<file path="src/rtl/axi_clint.sv">
// axi_clint: AXI4 single-beat responder for the core-local interruptor.
// Exposes a free-running 64-bit mtime as two 32-bit words; R and W FSMs are independent.
module axi_clint #(
    parameter int TICK_DIV = 1,
    parameter int ID_W     = 4
) (
    input  logic            clk,
    input  logic            rst,
    input  logic [31:0]     araddr,
    input  logic            arvalid,
    output logic            arready,
    input  logic [ID_W-1:0] arid,
    output logic [31:0]     rdata,
    output logic [1:0]      rresp,
    output logic            rvalid,
    input  logic            rready,
    output logic            rlast,
    output logic [ID_W-1:0] rid,
    input  logic [31:0]     awaddr,
    input  logic            awvalid,
    output logic            awready,
    input  logic [ID_W-1:0] awid,
    input  logic [31:0]     wdata,
    input  logic [3:0]      wstrb,
    input  logic            wvalid,
    output logic            wready,
    output logic [1:0]      bresp,
    output logic            bvalid,
    input  logic            bready,
    output logic [ID_W-1:0] bid
);

    localparam int PW = (TICK_DIV > 1) ? $clog2(TICK_DIV) : 1;
    localparam logic [PW-1:0] PMAX = PW'(TICK_DIV - 1);
    localparam logic [15:0] OFF_LO = 16'h0000;
    localparam logic [15:0] OFF_HI = 16'h0004;
    localparam logic [1:0] OKAY = 2'b00;
    localparam logic [1:0] SLVERR = 2'b10;

    typedef enum logic {R_IDLE, R_RESP} r_state_t;
    typedef enum logic {W_IDLE, W_RESP} w_state_t;

    // Upper address bits are matched by the crossbar.
    logic unused_addr;
    assign unused_addr = ^{araddr[31:16], awaddr[31:16]};

    logic          live;
    logic [63:0]   mtime;
    logic [63:0]   mtime_d;
    logic [63:0]   mtime_wr;
    logic [PW-1:0] presc;
    logic          tick;

    r_state_t      r_state;
    r_state_t      r_next;
    logic          ar_hs;
    logic [31:0]   rd_val;
    logic          rd_err;

    w_state_t      w_state;
    w_state_t      w_next;
    logic          aw_hs;
    logic          w_hs;
    logic          aw_held;
    logic          w_held;
    logic [15:0]   aw_off_q;
    logic [ID_W-1:0] aw_id_q;
    logic [31:0]   w_data_q;
    logic [3:0]    w_strb_q;
    logic [15:0]   wr_off;
    logic [ID_W-1:0] wr_id;
    logic [31:0]   wr_data;
    logic [3:0]    wr_strb;
    logic          wr_err;
    logic          wr_hi;
    logic          commit;
    logic [31:0]   half_old;
    logic [31:0]   half_new;

    // Readies stay low during reset and rise the cycle after it falls.
    always_ff @(posedge clk) begin
        if (rst) live <= 1'b0;
        else     live <= 1'b1;
    end

    // mtime prescaler: one tick every TICK_DIV cycles.
    always_ff @(posedge clk) begin
        if (rst)       presc <= '0;
        else if (tick) presc <= '0;
        else           presc <= presc + PW'(1);
    end

    assign tick = (presc == PMAX);

    // A committed write takes precedence over the increment in that cycle.
    always_comb begin
        mtime_d = mtime;
        if (commit && !wr_err) mtime_d = mtime_wr;
        else if (tick)         mtime_d = mtime + 64'd1;
    end

    // mtime register.
    always_ff @(posedge clk) begin
        if (rst) mtime <= '0;
        else     mtime <= mtime_d;
    end

    // ---------------- read channel ----------------

    assign arready = live && (r_state == R_IDLE);
    assign rvalid  = (r_state == R_RESP);
    assign rlast   = rvalid;
    assign ar_hs   = arvalid && arready;

    // Read address decode against the current (pre-update) mtime.
    always_comb begin
        rd_val = '0;
        rd_err = 1'b0;
        case (araddr[15:0])
            OFF_LO:  rd_val = mtime[31:0];
            OFF_HI:  rd_val = mtime[63:32];
            default: rd_err = 1'b1;
        endcase
    end

    // Read FSM state register.
    always_ff @(posedge clk) begin
        if (rst) r_state <= R_IDLE;
        else     r_state <= r_next;
    end

    // Read FSM next-state.
    always_comb begin
        r_next = r_state;
        case (r_state)
            R_IDLE:  if (ar_hs) r_next = R_RESP;
            R_RESP:  if (rready) r_next = R_IDLE;
            default: r_next = R_IDLE;
        endcase
    end

    // Read response payload, captured at the AR handshake and held.
    always_ff @(posedge clk) begin
        if (rst) begin
            rdata <= '0;
            rresp <= OKAY;
            rid   <= '0;
        end else if (ar_hs) begin
            rdata <= rd_val;
            rresp <= rd_err ? SLVERR : OKAY;
            rid   <= arid;
        end
    end

    // ---------------- write channel ----------------

    assign awready = live && (w_state == W_IDLE) && !aw_held;
    assign wready  = live && (w_state == W_IDLE) && !w_held;
    assign bvalid  = (w_state == W_RESP);
    assign aw_hs   = awvalid && awready;
    assign w_hs    = wvalid && wready;

    // Merge held beats with those arriving this cycle.
    assign wr_off  = aw_held ? aw_off_q : awaddr[15:0];
    assign wr_id   = aw_held ? aw_id_q  : awid;
    assign wr_data = w_held  ? w_data_q : wdata;
    assign wr_strb = w_held  ? w_strb_q : wstrb;
    assign commit  = (w_state == W_IDLE)
                   && (aw_held || aw_hs)
                   && (w_held || w_hs);

    // Write address decode.
    always_comb begin
        wr_hi  = 1'b0;
        wr_err = 1'b0;
        case (wr_off)
            OFF_LO:  wr_hi = 1'b0;
            OFF_HI:  wr_hi = 1'b1;
            default: wr_err = 1'b1;
        endcase
    end

    // Byte-lane merge into the addressed half of mtime.
    always_comb begin
        half_old = wr_hi ? mtime[63:32] : mtime[31:0];
        half_new = half_old;
        for (int b = 0; b < 4; b++) begin
            if (wr_strb[b]) half_new[8*b +: 8] = wr_data[8*b +: 8];
        end
        mtime_wr = wr_hi ? {half_new, mtime[31:0]}
                         : {mtime[63:32], half_new};
    end

    // Write FSM state register.
    always_ff @(posedge clk) begin
        if (rst) w_state <= W_IDLE;
        else     w_state <= w_next;
    end

    // Write FSM next-state.
    always_comb begin
        w_next = w_state;
        case (w_state)
            W_IDLE:  if (commit) w_next = W_RESP;
            W_RESP:  if (bready) w_next = W_IDLE;
            default: w_next = W_IDLE;
        endcase
    end

    // AW and W holding registers until both halves of the request are present.
    always_ff @(posedge clk) begin
        if (rst) begin
            aw_held  <= 1'b0;
            w_held   <= 1'b0;
            aw_off_q <= '0;
            aw_id_q  <= '0;
            w_data_q <= '0;
            w_strb_q <= '0;
        end else if (commit) begin
            aw_held <= 1'b0;
            w_held  <= 1'b0;
        end else begin
            if (aw_hs) begin
                aw_held  <= 1'b1;
                aw_off_q <= awaddr[15:0];
                aw_id_q  <= awid;
            end
            if (w_hs) begin
                w_held   <= 1'b1;
                w_data_q <= wdata;
                w_strb_q <= wstrb;
            end
        end
    end

    // Write response payload, set when the write commits.
    always_ff @(posedge clk) begin
        if (rst) begin
            bresp <= OKAY;
            bid   <= '0;
        end else if (commit) begin
            bresp <= wr_err ? SLVERR : OKAY;
            bid   <= wr_id;
        end
    end

endmodule

</file>
<file path="config.mk">
export PLATFORM = sky130hd
export DESIGN_NAME = axi_clint
export DESIGN_NICKNAME = d
export VERILOG_FILES = /design/src/rtl/axi_clint.sv
export SDC_FILE = /design/constraint.sdc
export NUM_CORES = 1
export LEC_CHECK = 0
export CORE_MARGIN = 3
export CORE_UTILIZATION = 50
export DETAILED_ROUTE_END_ITERATION = 6
export PLACE_DENSITY = 0.79
export SYNTH_ARGS = -nofsm -noshare
export SYNTH_HDL_FRONTEND = slang
export SYNTH_SLANG_ARGS = --single-unit
</file>
<file path="constraint.sdc">
create_clock -name clk -period 5.4 [get_ports clk]
set_input_delay 0.54 -clock clk [delete_from_list [all_inputs] [get_ports clk]]
set_output_delay 0.54 -clock clk [all_outputs]
set_load 0.02 [all_outputs]
</file>
==> flow_summary.yaml, run 1 <==
grt:
  grt_pass1_wl_microns: 50100
  grt_pass1_vias: 9053
  grt_max_degree: 78
  grt_overflow: 0
  gr-usage-all-layers: 0.295
  antenna_found_initial: 0
routing:
  viasPerCell: 6.50
  firstDrtPassIters: 5
  drc: 0
  drtIter0Drc: 1322
  wl_microns: 32000
  wl_per_cell_microns: 21.7
  vias: 9588
  ant_nets: 0
clock_tree:
  root_buffer: "clkbuf_16"
  clk_pin_slew_ns: 0.07
  cts_sinks: 168
  post_cts_buffers: 0
  cts.repair.resized: 0
  clkLatencyLatePin_ns: 0.44
  holdBufCountCts: 0
  htreeDepth: 4
  cts_tree: "yes"
  cts_inserted_buffers: 17
  clock_path_buffers: 2
timing:
  period_share: 0.745
  finalHoldViolCount: 0
  max_slew.worst_pin.slew_ns: 1.38
  slew_viol_final: 0
  setup_tns_ns: 0
  finalWorstSetupSlack_ns: 1.38
  finClkSkew_ns: 0.0125
  max_freq_mhz: 249
  slew-limit-headroom: 0.0546
  setup_violations: 0
  rsz0062_at_grt: "false"
  min_period_ns: 4.02
worst_setup_path:
  required_ns: 5.67
  cp_max_fo: 17
  cp_slowest_cell: "a2111oi_4"
  reg2reg_slack_ns: 1.38
  start_kind: "flop"
  rr_endpoint: "mtime[54]"
  crit_chain: "nor4b_1 > nor2_1 > a2111oi_4 > buf_4 > mux2_2 > a21oi_1 > o311ai_0"
  r2r_start: "aw_held"
  path_delay_family: "compound AO/OA/AOI/OAI gates"
  end_kind: "flop"
  cp_data_arrival_time_ns: 4.29
  cp_slowest_stage_delay_ns: 1.09
  r2r_cells: 7
  crit_type: "flop to flop"
  cp_num_buf_inv: 1
finish:
  stdcell_count: 1475
  area_growth_syn_to_layout_pct: 21.2
  num_antenna_cells: 0
  drive_gt1_frac: 0.112
  fillers: 1657
  final_nets: 1318
  layout_commonest_cell: "dfxtp_1"
  finish.utilization: 0.621
  mostFrequentLayoutCells: "dfxtp_1 (167), nor2_1 (151), clkdlybuf4s50_1 (129)"
floorplanning:
  design.portCount: 165
  dieArea_sq_um: 21000
  num_rows: 50
  fp.dieH_microns: 145
  start_util: 0.512
  core-area_sq_um: 18800
  die_x_microns: 145
placement:
  dp_hpwl_microns: 21300
  placed_cells: 1443
  io_buffers: 130
  pre_cts_slack_ns: 1.13
  gp_congestion: 1.00
pwr:
  peakVddDrop_v: 0.000213
  p_per_area_nw_per_um2: 250
  p_leak_nw: 4.23
  p_total_mw: 2.92
synth:
  postSynthAreaPerCell_sq_um: 8.61
  yosysUniqueCellTypes: 81
  syn-cell-area_sq_um: 9650
  synth_top_flop_cell: "dfxtp_1"
  syn-instance-count: 1121
  synth_edf_count: 0
  yosys_warnings: 0
  async_flop_share: 0
  yosysSeqAreaShare: 0.349
  synth_seq_cells: 168
job:
  max-cap-violations: 0
hold_path:
  worstHoldPathCells: 2
  worstHoldStart: "rresp[1]"
  min_to: "rresp[1]"
  min_path_type: "flop to flop"
outcome:
  status: "finished, final reports clean"
==> report_power, final <==
part	total, mW	switching [mW]	internal, mW	leakage, nW
registers	1.29	0.0217	1.27	1.36
clock network	1.24	0.525	0.712	0.285
logic	0.395	0.230	0.165	2.59
total	2.92	0.776	2.15	4.23
==> routing by layer <==
metal / GRT usage / share of wire
met5: 0 / 0
met4: 0.191 / 0.074
met3: 0.0540 / 0.087
met2: 0.460 / 0.45
met1: 0.375 / 0.39
==> cells in the mapped netlist, types with 12 or more instances <==
library cell / n / area (sq um)
nor3_1: 21 / 105
nand4_1: 22 / 138
o22ai_1: 12 / 75.1
inv_1: 17 / 63.8
clkbuf_1: 63 / 236
a22oi_1: 32 / 240
o21ai_0: 32 / 160
nor4_1: 21 / 131
a31oi_1: 20 / 125
a21oi_1: 31 / 155
a2111oi_0: 20 / 175
mux2i_1: 110 / 1100
o211ai_1: 12 / 90.1
nor2_1: 151 / 567
a211oi_1: 33 / 248
xnor2_1: 17 / 149
dfxtp_1: 168 / 3360
buf_2: 15 / 75.1
nand2_1: 77 / 289
nand3_1: 40 / 200
mux2_2: 52 / 586
==> worst max-delay path by stage <==
stage | startpoint | endpoint | depth (start not counted)
finish | aw_held | mtime[54] | 7
global route | aw_held | mtime[54] | 7
CTS | aw_held | mtime[54] | 7
detailed placement | awaddr[9] | mtime[54] | 8
global placement | awaddr[9] | mtime[54] | 8
floorplan | awaddr[9] | mtime[4] | 7
==> cell type report <==
cell class	count	area, sq um	share of cell area
flip-flops and latches	168	3360	0.288
inverters	17	63.8	0.00546
multi-input cells	846	5870	0.502
repair buffers	152	1460	0.125
clock buffers	24	512	0.0438
well taps	260	325	0.0278
clock inverters	8	87.6	0.00749
==> per-stage QoR <==
stage	cell area [sq um]	hold WS (ns)
after floorplan	9650	0.458
final	11700	0.462
after CTS	11700	0.465
after global routing	11700	0.503
after global placement	11100	0.445
after detailed placement	11100	0.456
==> flip-flops by register name, summed over array words and instances (netlist names), 4 cells and up <==
register and count:
aw_id_q 4, rdata 32, aw_off_q 16, rid 4
mtime 64, bid 4, w_strb_q 4, w_data_q 32
==> worst reg2reg max path: stages, from the launching register on <==
cell	delay, ns
dfxtp_1	0.79
nor4b_1	0.65
nor2_1	0.26
a2111oi_4	1.09
buf_4	0.37
mux2_2	0.36
a21oi_1	0.20
o311ai_0	0.13
==> logic make-up after synthesis <==
logic type | synth area share
simple gates | 0.201
compound gates | 0.209
mux | 0.175
buf+inv | 0.0485
xor+xnor | 0.0163
flops | 0.349
other cells | 0.000389
fa+ha+maj | 0.00130
Note: power is estimated with default switching activity, not from simulation.
==> run 2, diff against run 1 <==
==> constraint.sdc (replaced) <==
create_clock -name clk -period 4.2 [get_ports clk]
set_input_delay 0.42 -clock clk [delete_from_list [all_inputs] [get_ports clk]]
set_output_delay 0.42 -clock clk [all_outputs]
set_load 0.02 [all_outputs]
==> flow_summary.yaml, run 2 (synthesized netlist as in run 1, its figures left out) <==
floorplanning:
  design.portCount: 165
  start_util: 0.512
  num_rows: 50
  die_x_microns: 145
  core-area_sq_um: 18800
  dieArea_sq_um: 21000
  fp.dieH_microns: 145
clock_tree:
  post_cts_buffers: 0
  clock_path_buffers: 2
  holdBufCountCts: 0
  cts_tree: "yes"
  root_buffer: "clkbuf_16"
  cts_inserted_buffers: 17
  cts.repair.resized: 0
  htreeDepth: 4
  clk_pin_slew_ns: 0.06
  cts_sinks: 168
  clkLatencyLatePin_ns: 0.45
finish:
  fillers: 1648
  largest_reg_flops: 64
  drive_gt1_frac: 0.120
  final_area_sq_um: 11800
  multi_input_area_sq_um: 5870
  final_nets: 1331
  layout_commonest_cell: "dfxtp_1"
  num_antenna_cells: 0
  seqCellArea_sq_um: 3370
  top_regs: "mtime: 64 flops, rdata: 32 flops, w_data_q: 32 flops"
  top_register: "mtime"
  mostFrequentLayoutCells: "dfxtp_1 (166), nor2_1 (151), clkdlybuf4s50_1 (129)"
  area_growth_syn_to_layout_pct: 21.9
timing:
  max_freq_mhz: 293
  setup_violations: 0
  finalHoldViolCount: 0
  slew_viol_final: 0
  rsz0062_at_grt: "false"
  setup_tns_ns: 0
  slew-limit-headroom: 0.212
  finClkSkew_ns: 0.0143
  max_slew.worst_pin.slew_ns: 1.17
  period_share: 0.812
  min_period_ns: 3.41
job:
  max-cap-violations: 0
outcome:
  status: "finished, final reports clean"
routing:
  firstDrtPassIters: 7
  drtIter0Drc: 1271
  viasPerCell: 6.43
  drc: 0
  ant_nets: 0
  wl_microns: 31600
  wl_per_cell_microns: 21.3
  vias: 9563
hold_path:
  min_path_type: "flop to flop"
placement:
  dpl_cell_area_sq_um: 11200
  io_buffers: 130
  gp_congestion: 1.01
  dp_hpwl_microns: 22000
pwr:
  p_per_area_nw_per_um2: 318
  p_leak_nw: 4.28
  peakVddDrop_v: 0.000297
worst_setup_path:
  r2r_cells: 7
  start_kind: "flop"
  r2r_start: "mtime[0]"
  crit_type: "flop to flop"
  cp-startpoint: "mtime[0]"
  rr_endpoint: "mtime[52]"
  required_ns: 4.55
  cp_data_arrival_time_ns: 3.76
  end_kind: "flop"
  reg2reg_slack_ns: 0.79
  cp-endpoint: "mtime[52]"
  cp_max_fo: 10
grt:
  gr-usage-all-layers: 0.293
  grt_pass1_vias: 9249
  grt_overflow: 0
  grt_pass1_wl_microns: 50000
  antenna_found_initial: 0
  grt_max_degree: 88
==> run 2: metal layers <==
layer  GRT usage  part of all wire  up-vias
met5           0                 0        -
met4       0.157             0.053        0
met3      0.0550             0.082      118
met2       0.475              0.47      486
met1       0.372              0.40     4554
li1            -                 -     4405
==> run 2: worst min-delay path by stage <==
stage / startpoint / endpoint / cells past startpoint
2_1_floorplan: w_data_q[19] / w_data_q[19] / 2
3_3_place_gp: rresp[1] / rresp[1] / 2
3_5_place_dp: rresp[1] / rresp[1] / 2
4_1_cts: rresp[1] / rresp[1] / 2
5_1_grt: rresp[1] / rresp[1] / 2
6_report: rresp[1] / rresp[1] / 2
==> run 2: where the power goes <==
group          internal (mW)  switching (mW)
logic                  0.216           0.290
registers               1.63          0.0305
clock network          0.891           0.679
total                   2.74           0.999
==> run 2: final cells by class <==
class,instances,share of cell area
clock inverter,11,0.0105
clock buffer,21,0.0383
inverter,17,0.00543
sequential,168,0.286
multi-input combinational,846,0.499
tap,260,0.0277
timing repair buffer,165,0.133
==> run 2: through the flow <==
step / hold WS, ns / instances / setup slack [ns] / util / total power [mW]
after detailed placement: 0.453 / 1456 / 0.659 / 0.594 / 2.20
after floorplan: 0.458 / 1123 / 1.64 / - / 1.99
final: 0.457 / 1488 / 0.789 / 0.625 / 3.74
after CTS: 0.462 / 1488 / 0.937 / 0.625 / 3.75
after global routing: 0.486 / 1488 / 0.688 / 0.625 / 3.85
after global placement: 0.447 / 1456 / 0.824 / 0.594 / 2.19
==> run 2: critical path, cell delays in order, from the launching register on <==
cell and delay, ns:
dfxtp_1 0.47, ha_1 0.26, nand3_1 0.29, nor4_4 0.55, nand4_2 0.51, a2111oi_0 0.62, mux2_2 0.39, a211oi_1 0.21
